File: src/rtl/calc_pkg.sv
`default_nettype none
// ============================================================================
// Module : calc_pkg
// Brief  : Op codes, FSM state encoding and width default shared by the
//          keypad calculator blocks.
// Rev    : 1.0
// ============================================================================
package calc_pkg;

    localparam int DEFAULT_WIDTH = 16;

    localparam logic [3:0] OP_ADD = 4'hA;
    localparam logic [3:0] OP_SUB = 4'hB;
    localparam logic [3:0] OP_MUL = 4'hC;
    localparam logic [3:0] OP_DIV = 4'hD;

    localparam logic [1:0] ST_IDLE = 2'd0;
    localparam logic [1:0] ST_RUN  = 2'd1;
    localparam logic [1:0] ST_DONE = 2'd2;

endpackage : calc_pkg
`default_nettype wire

File: src/rtl/calc_iter_step.sv
`default_nettype none
// ============================================================================
// Module : calc_iter_step
// Brief  : One combinational mul (shift-add) or div (restoring) iteration.
// Rev    : 1.0
// ============================================================================
module calc_iter_step
    import calc_pkg::*;
#(
    parameter int WIDTH = DEFAULT_WIDTH
) (
    input  logic               i_mode,
    input  logic [2*WIDTH-1:0] i_acc,
    input  logic [WIDTH-1:0]   i_operand,
    output logic [2*WIDTH-1:0] o_acc
);

    logic [WIDTH:0]   w_sum;
    logic [WIDTH:0]   w_trial;
    logic             w_qbit;
    logic [WIDTH-1:0] w_rem;

    // Mul: acc = {partial, multiplier}; acc[0] is the current multiplier bit.
    // Div: acc = {remainder, dividend/quotient}; quotient shifts in at LSB.
    always_comb begin
        w_sum   = {1'b0, i_acc[2*WIDTH-1:WIDTH]}
                + (i_acc[0] ? {1'b0, i_operand} : '0);
        w_trial = {i_acc[2*WIDTH-1:WIDTH], i_acc[WIDTH-1]};
        w_qbit  = (w_trial >= {1'b0, i_operand});
        w_rem   = w_qbit ? (w_trial[WIDTH-1:0] - i_operand) : w_trial[WIDTH-1:0];
        if (i_mode) begin
            o_acc = {w_rem, i_acc[WIDTH-2:0], w_qbit};
        end else begin
            o_acc = {w_sum, i_acc[WIDTH-1:1]};
        end
    end

endmodule : calc_iter_step
`default_nettype wire

File: src/rtl/calc_alu_seq.sv
`default_nettype none
// ============================================================================
// Module : calc_alu_seq
// Brief  : Multi-cycle add/sub/mul/div sequencer with start/done handshake.
// Rev    : 1.0
// ============================================================================
module calc_alu_seq
    import calc_pkg::*;
#(
    parameter int WIDTH = DEFAULT_WIDTH,
    parameter int ITER  = WIDTH
) (
    input  logic             clk,
    input  logic             rst,
    input  logic             start,
    input  logic [3:0]       op,
    input  logic [WIDTH-1:0] a,
    input  logic [WIDTH-1:0] b,
    output logic             busy,
    output logic             done,
    output logic [WIDTH-1:0] result,
    output logic             ovf,
    output logic             div_zero,
    output logic             bad_op
);

    localparam int                 c_cnt_w = $clog2(ITER);
    localparam logic [c_cnt_w-1:0] c_last  = c_cnt_w'(ITER - 1);
    localparam logic [c_cnt_w-1:0] c_one   = c_cnt_w'(1);

    logic [1:0]         r_state;
    logic [c_cnt_w-1:0] r_cnt;
    logic [3:0]         r_op;
    logic [WIDTH-1:0]   r_a;
    logic [WIDTH-1:0]   r_b;
    logic [2*WIDTH-1:0] r_acc;
    logic [WIDTH-1:0]   r_result;
    logic               r_ovf;
    logic               r_div_zero;
    logic               r_bad_op;
    logic               r_done;

    logic               w_div_mode;
    logic [WIDTH:0]     w_add;
    logic [2*WIDTH-1:0] w_step;
    logic               w_last;

    assign w_div_mode = (r_op == OP_DIV);
    assign w_add      = {1'b0, r_a} + {1'b0, r_b};
    assign w_last     = (r_cnt == c_last);

    calc_iter_step #(
        .WIDTH (WIDTH)
    ) u_step (
        .i_mode    (w_div_mode),
        .i_acc     (r_acc),
        .i_operand (w_div_mode ? r_b : r_a),
        .o_acc     (w_step)
    );

    always_ff @(posedge clk or negedge rst) begin
        if (!rst) begin
            r_state    <= ST_IDLE;
            r_cnt      <= '0;
            r_op       <= '0;
            r_a        <= '0;
            r_b        <= '0;
            r_acc      <= '0;
            r_result   <= '0;
            r_ovf      <= 1'b0;
            r_div_zero <= 1'b0;
            r_bad_op   <= 1'b0;
            r_done     <= 1'b0;
        end else begin
            r_done <= 1'b0;
            case (r_state)
                ST_IDLE: begin
                    if (start) begin
                        r_op    <= op;
                        r_a     <= a;
                        r_b     <= b;
                        r_cnt   <= '0;
                        // Dividend for div, multiplier for everything else.
                        r_acc   <= {{WIDTH{1'b0}}, (op == OP_DIV) ? a : b};
                        r_state <= ST_RUN;
                    end
                end
                ST_RUN: begin
                    case (r_op)
                        OP_ADD: begin
                            r_result   <= w_add[WIDTH-1:0];
                            r_ovf      <= w_add[WIDTH];
                            r_div_zero <= 1'b0;
                            r_bad_op   <= 1'b0;
                            r_done     <= 1'b1;
                            r_state    <= ST_DONE;
                        end
                        OP_SUB: begin
                            r_result   <= r_a - r_b;
                            r_ovf      <= (r_a < r_b);
                            r_div_zero <= 1'b0;
                            r_bad_op   <= 1'b0;
                            r_done     <= 1'b1;
                            r_state    <= ST_DONE;
                        end
                        OP_MUL: begin
                            r_acc <= w_step;
                            r_cnt <= r_cnt + c_one;
                            if (w_last) begin
                                r_result   <= w_step[WIDTH-1:0];
                                r_ovf      <= |w_step[2*WIDTH-1:WIDTH];
                                r_div_zero <= 1'b0;
                                r_bad_op   <= 1'b0;
                                r_done     <= 1'b1;
                                r_state    <= ST_DONE;
                            end
                        end
                        OP_DIV: begin
                            if (r_b == '0) begin
                                r_result   <= '1;
                                r_ovf      <= 1'b0;
                                r_div_zero <= 1'b1;
                                r_bad_op   <= 1'b0;
                                r_done     <= 1'b1;
                                r_state    <= ST_DONE;
                            end else begin
                                r_acc <= w_step;
                                r_cnt <= r_cnt + c_one;
                                if (w_last) begin
                                    r_result   <= w_step[WIDTH-1:0];
                                    r_ovf      <= 1'b0;
                                    r_div_zero <= 1'b0;
                                    r_bad_op   <= 1'b0;
                                    r_done     <= 1'b1;
                                    r_state    <= ST_DONE;
                                end
                            end
                        end
                        default: begin
                            r_ovf      <= 1'b0;
                            r_div_zero <= 1'b0;
                            r_bad_op   <= 1'b1;
                            r_done     <= 1'b1;
                            r_state    <= ST_DONE;
                        end
                    endcase
                end
                ST_DONE: r_state <= ST_IDLE;
                default: r_state <= ST_IDLE;
            endcase
        end
    end

    assign busy     = (r_state != ST_IDLE);
    assign done     = r_done;
    assign result   = r_result;
    assign ovf      = r_ovf;
    assign div_zero = r_div_zero;
    assign bad_op   = r_bad_op;

endmodule : calc_alu_seq
`default_nettype wire

File: config.mk
export PLATFORM = sky130hd
export DESIGN_NAME = calc_alu_seq
export DESIGN_NICKNAME = d
export VERILOG_FILES = /design/src/rtl/calc_pkg.sv /design/src/rtl/calc_iter_step.sv /design/src/rtl/calc_alu_seq.sv
export SDC_FILE = /design/constraint.sdc
export NUM_CORES = 1
export LEC_CHECK = 0
export ABC_AREA = 1
export CAP_MARGIN = 15
export CORE_MARGIN = 2
export CORE_UTILIZATION = 55
export DETAILED_ROUTE_END_ITERATION = 10
export PLACE_DENSITY = 0.81
export SYNTH_ARGS = -nofsm -noshare
export SYNTH_HDL_FRONTEND = slang
export SYNTH_SLANG_ARGS = --single-unit
File: constraint.sdc
create_clock -name clk -period 3.45 [get_ports clk]
set_clock_uncertainty 0.15 [all_clocks]
set_input_delay 0.345 -clock clk [delete_from_list [all_inputs] [get_ports clk]]
set_output_delay 0.345 -clock clk [all_outputs]
set_load 0.03 [all_outputs]
---- Word level (Yosys, flattened, before mapping) ----
Cells that the tools add are included.
operators by class
  equality and inequality tests ........... 12
  reductions and logical operators ........ 11
  order comparisons ....................... 2
  multiplexer cells ....................... 35
  add/subtract/negate cells ............... 5
operator list
  cell                                          number
  case mux 32 bit (2 select lines)              2
  2-to-1 mux 16 bit                             6
  2-to-1 mux 32 bit                             3
  case mux 16 bit (4 select lines)              1
  subtractor 16 bit                             2
  == test 4 bit (second input constant)         6
  adder 16 x 16 -> 17 bit                       1
  adder 16 x 17 -> 17 bit                       1
  >= comparator 17 x 16 -> 1 bit                1
  zero test 16 bit                              1
  less-than comparator 16 bit                   1
  case mux 4 bit (2 select lines)               2
  OR reduction 16 bit                           1
  2-to-1 mux 1 bit                              10
  2-to-1 mux 4 bit                              2
  case mux 2 bit (2 select lines)               2
  2-to-1 mux 2 bit                              3
  adder 4 x 1 -> 4 bit (second input constant)  1
  != test 2 bit (second input constant)         2
  case mux 1 bit (2 select lines)               2
  case mux 1 bit (4 select lines)               1
  AND reduction 2 bit                           2
  AND reduction 4 bit                           1
  nonzero test 2 bit                            2
  other kinds (9)                               9
word-level totals
  output and inout port bits .............. 21
  flip-flop bits (word level) ............. 94

---- Longest topological paths before layout ----
  depth in word-level cells ............... 8
  gate-level depth with buffers ........... 30
  mapped depth without buffers ............ 26

---- Hierarchy ----
Synthesis repeated with hierarchy kept, for this count alone.
second synthesis, totals
  cells, all modules ...................... 1545
  area total of the unflattened synthesis .. 9476.6 sq um
by module, submodules not included
  module          area each (sq um)  cells each  sequential area each (sq um)  instances
  calc_alu_seq    6712.7             1006        2352.3                        1
  calc_iter_step  2763.9             539         0.0                           1

---- Worst setup path before layout ----
Ideal clock, no wire load.
  path type ............................... register -> register
  start point ............................. register r_op[1]
  end point ............................... register r_ovf (netlist: ovf)
  cell stages (with the launch flop) ...... 25
  required time ........................... 3180 ps
  path buffers ............................ 4
  slack ................................... 112 ps
  arrival ................................. 3068 ps
  cells stage by stage .................... dfrtp_1 nor2_4 nand2_2 inv_1 buf_4 buf_2 buf_2 nand2_1 o21ai_0 ha_1 a21oi_2 nor2_1 nor2_2 nand2_2 nor2_8 nand2_4 buf_12 nand3_2 nand3b_2 nor2_1 nand2_1 nor2_1 nand2_1 nand2_1 a21oi_2
on the way
  word-level cells in the longest chain between the ends .. 8
  elaborated cells between the ends (all ways) .. 17
  those cells by class .................... add/sub: 2; order compare: 1; eq/ne: 6; mux: 6; reduce/logical: 2
ends and longest elaborated chain
  what                                                                 RTL line                                    text
  from (decl)                                                          calc_alu_seq.sv:33                          logic [3:0] r_op;
  from (signal assigned)                                               calc_alu_seq.sv:79                          r_op <= op;
  == test 4 bit                                                        calc_alu_seq.sv:48, calc_alu_seq.sv:89
  2-to-1 mux 16 bit                                                    calc_alu_seq.sv:57                          .i_operand (w_div_mode ? r_b : r_a),
  2-to-1 mux 16 bit, or another cell as far along                      calc_iter_step.sv:27                        + (i_acc[0] ? {1'b0, i_operand} : '0);
  adder 16 x 17 -> 17 bit / 2-to-1 mux 16 bit (equally long branches)  calc_iter_step.sv:27, calc_iter_step.sv:30
  2-to-1 mux 32 bit                                                    calc_iter_step.sv:31                        if (i_mode) begin
  OR reduction 16 bit                                                  calc_alu_seq.sv:111                         r_ovf <= |w_step[2*WIDTH-1:WIDTH];
  2-to-1 mux 1 bit                                                     calc_alu_seq.sv:109                         if (w_last) begin
  case mux 1 bit (4 select lines)                                      calc_alu_seq.sv:89                          case (r_op)
  to (signal assigned)                                                 calc_alu_seq.sv:92                          r_ovf <= w_add[WIDTH];
  to (signal assigned)                                                 calc_alu_seq.sv:100                         r_ovf <= (r_a < r_b);
  to (signal assigned)                                                 calc_alu_seq.sv:111
  to (decl)                                                            calc_alu_seq.sv:38                          logic r_ovf;
Parallel ways exist; a longest one is shown, timed or not. The select of a mux whose other input is x is not followed.
A chain may end at the register's enable or synchronous reset.

---- Final worst setup path ----
  start point ............................. register r_op[3]
  end point ............................... register r_ovf (netlist: ovf)
Same word-level chain as after synthesis.

==> flow_metrics.py <==
metrics = {
    "yosys": {
        "synth_edf_count": 0,
        "synth-xor-area-share": 0.0140,
        "ys_seq_area_frac": 0.268,
        "syn_avg_cell_area_um2": 6.68,
        "synth.area.top_cells": "dfrtp_1, nand2_1, ha_1, inv_1, o21ai_0",
        "ys_seq_elements": 94,
        "synth.distinct_cells": 56,
        "ys_async_sr_fraction": 1.00,
        "synth-compound-area-share": 0.168,
        "syn_nets": 1421,
        "synthSimpleGateAreaFrac": 0.336,
        "synth-warning-count": 0,
        "yosys.area.top_type_share": 0.268,
        "synth_top_family_by_area": "simple AND/OR/NAND/NOR gates",
        "yosysTopAreaCell": "dfrtp_1",
        "synth_area_um2": 8770,
        "yosys-mux-area-fraction": 0.00228,
        "synthesis.instances": 1313,
        "synthAdderAreaFrac": 0.102,
        "synth_ff_type": "dfrtp_1",
    },
    "final_layout": {
        "n_antenna_cell": 0,
        "drive_gt1_frac": 0.122,
        "finalInstanceArea_um2": 10300,
        "seq_area_um2": 2350,
        "area_growth_pct": 18.0,
        "multiInputGateArea_um2": 5660,
        "final_util": 0.658,
        "layout.nets": 1498,
        "nFillCells": 1456,
    },
    "placed_design": {
        "dpl_cell_area_um2": 9710,
        "dpl.hpwl_um": 22600,
        "numPortBuffers": 59,
        "place_congestion": 1.04,
    },
    "route": {
        "num_vias": 9297,
        "vias_per_cell": 5.77,
        "drc": 0,
        "wirelength_um": 29300,
        "routedWlPerCell_um": 18.2,
        "first_pass_iters": 5,
        "drt-initial-drc-count": 781,
        "ant_nets": 0,
    },
    "clock_tree": {
        "cts.path.max_buffers": 2,
        "clk_pin_slew_ns": 0.07,
        "clockRootBuffer": "clkbuf_16",
        "worstSkewPairLatency_ns": 0.37,
        "tritoncts": "built",
        "cts_made_buffers": 9,
        "htreeDepth": 3,
        "cts.sinks": 94,
    },
    "timing": {
        "hold_viol": 0,
        "setup_violations": 0,
        "tightest_slew_ns": 0.787,
        "period_share": 0.956,
        "finalMaxSlewViolations": 0,
        "fin_crit_ns": 3.30,
        "max_freq_ghz": 0.303,
        "slew_headroom": 0.475,
    },
    "die": {
        "core_area_um2": 15700,
        "die-height_um": 130,
        "initial_utilization": 0.558,
        "pin_count": 60,
        "row_count": 46,
        "die_x_um": 130,
        "die_area_um2": 17000,
    },
    "grt": {
        "grt_pass1_vias": 8646,
        "antenna_found_initial": 0,
        "grt_overflow": 0,
        "grt_pass1_wl_um": 45000,
        "grt_max_degree": 62,
        "grt_util_all_layers": 0.348,
    },
    "setup_path": {
        "cp.arrival_ns": 3.44,
        "path_class": "reg2reg",
        "start_kind": "register",
        "cp_max_fo": 7,
        "endpoint_kind": "register",
        "cp.required_ns": 3.59,
    },
    "run_status": {
        "outcome": "finished, final reports clean",
    },
    "power": {
        "cellPowerDensity_nw_per_um2": 965,
        "p_leak_uw": 0.00533,
        "irDropWorstVdd_mv": 0.532,
    },
    "flow_run": {
        "maxCapViolCount": 0,
    },
    "hold_path": {
        "min_path_type": "reg2reg",
    },
}
[sequential cells by signal, indices dropped and copies added, names as in the netlist]
signal,count
r_op,4
r_acc,32
bad_op,1
r_cnt,4
r_b,16
done,1
r_state,2
result,16
div_zero,1
ovf,1
r_a,16
[layer usage]
layer / up-vias / global-route usage / wire, µm
met5: - / 0 / 0
met4: 0 / 0.181 / 1620
met3: 85 / 0.0529 / 1690
met2: 381 / 0.578 / 13900
met1: 4365 / 0.440 / 12100
li1: 4466 / - / -
[worst max-delay path, cell delays in order, from the launching register on]
cell	delay [ns]
dfrtp_1	0.41
nand2_2	0.09
nor2_4	0.14
nand2_4	0.12
buf_8	0.16
nand2_1	0.10
o21ai_4	0.07
ha_1	0.22
fa_2	0.39
inv_1	0.09
nand3_1	0.07
nand3_1	0.20
a21oi_1	0.12
xnor2_1	0.29
nand3_2	0.15
nand3_2	0.10
nor2_1	0.04
nand2_1	0.05
nor2_1	0.04
nand2_1	0.05
nand2_1	0.06
a21oi_2	0.11
[cells by family after synthesis]
| group | count (synthesis) |
|---|---|
| flops | 94 |
| buf+inv | 240 |
| fa+ha+maj | 69 |
| simple gates | 648 |
| compound gates | 246 |
| mux | 2 |
| xor+xnor | 14 |
[metrics by stage]
step / setup slack (ns) / total power, µW / TNS [ns] / instances / hold slack [ns]
after floorplan: 0.112 / 6460 / 0 / 1313 / -0.101
after global placement: -0.0603 / 8520 / -0.0603 / 1578 / 0.282
after detailed placement: -0.116 / 8550 / -0.131 / 1578 / 0.303
after CTS: 0.0225 / 9580 / 0 / 1595 / 0.351
after global routing: -0.0529 / 10800 / -0.0529 / 1611 / 0.376
final: 0.153 / 9980 / 0 / 1611 / 0.347
[synth_stat cells, drive strengths merged, types with 2 or more instances]
cell and number:
mux2i 2, nor2 103, nand3 107, nand3b 4
o21ai 113, inv 196, xor2 11, fa 4
o221ai 18, clkbuf 27, a22o 10, and2 4
a21boi 3, nand2 380, a211oi 3, nand4 32
xnor2 3, buf 16, a221oi 6, o2111ai 6
o21a 4, a21o 5, dfrtp 94, or2 6
a21oi 65, ha 65, nor3 10, o211ai 8
[where the power goes]
| group | switching (µW) | internal (µW) | total [µW] | leakage, µW |
|---|---|---|---|---|
| Combinational | 4520 | 2450 | 6980 | 0.00401 |
| Sequential | 456 | 1540 | 2000 | 0.00119 |
| Clock | 503 | 503 | 1010 | 0.000129 |
| Total | 5480 | 4490 | 9980 | 0.00533 |
[final timing paths]
check	endpoint	cells after the start	slack, ns	from
max reg2reg	ovf$_DFFE_PN0P_	21	0.15	r_op[3]$_DFFE_PN0P_
min in group asynchronous	r_acc[22]$_DFFE_PN0P_	2	0.43	rst
min	div_zero$_DFFE_PN0P_	2	0.35	div_zero$_DFFE_PN0P_
max	ovf$_DFFE_PN0P_	21	0.15	r_op[3]$_DFFE_PN0P_
max in group asynchronous	result[0]$_DFFE_PN0P_	3	2.02	rst
min reg2reg	div_zero$_DFFE_PN0P_	2	0.35	div_zero$_DFFE_PN0P_
[cell usage in the layout, fill, tap and decap left out, types with 4 or more instances in the layout]
cell	synthesis	routed
nand2_1	370	363
inv_1	185	183
o21ai_0	107	97
dfrtp_1	94	94
nor2_1	93	88
nand3_1	83	79
clkdlybuf4s50_1	0	58
a21oi_1	61	57
ha_1	65	54
buf_4	3	44
nand4_1	32	32
nand3_2	23	27
o221ai_1	18	18
nand2_2	7	13
inv_2	11	12
xor2_1	11	11
nor3_1	10	10
a22o_1	10	10
nor2_2	4	9
o21ai_1	5	9
clkbuf_16	0	9
a21oi_2	4	8
o211ai_1	8	8
o2111ai_1	6	6
a221oi_1	6	6
ha_4	0	6
o21ai_2	1	5
a21o_1	5	5
ha_2	0	5
nor2_4	4	4
and2_1	4	4
o21a_1	4	4
buf_12	1	4
[final cells by class]
class                           count  area share
Clock buffer                       10      0.0221
Multi-Input combinational cell    979       0.548
Timing Repair inverter              1    0.000847
Sequential cell                    94       0.227
Timing Repair Buffer              108      0.0982
Inverter                          197      0.0722
Clock inverter                      6     0.00520
Tap cell                          216      0.0261
[what timing repair did]
item | CTS | global route
setup endpoints to repair | 3 | 5
hold buffers | 1 | 0
pin swaps | 0 | 15
endpoints found under the hold margin | 49 | 0
gates cloned | 0 | 1
resized for setup | 3 | 58
setup buffers | 0 | 15
Power figures use the tool's default switching activity.
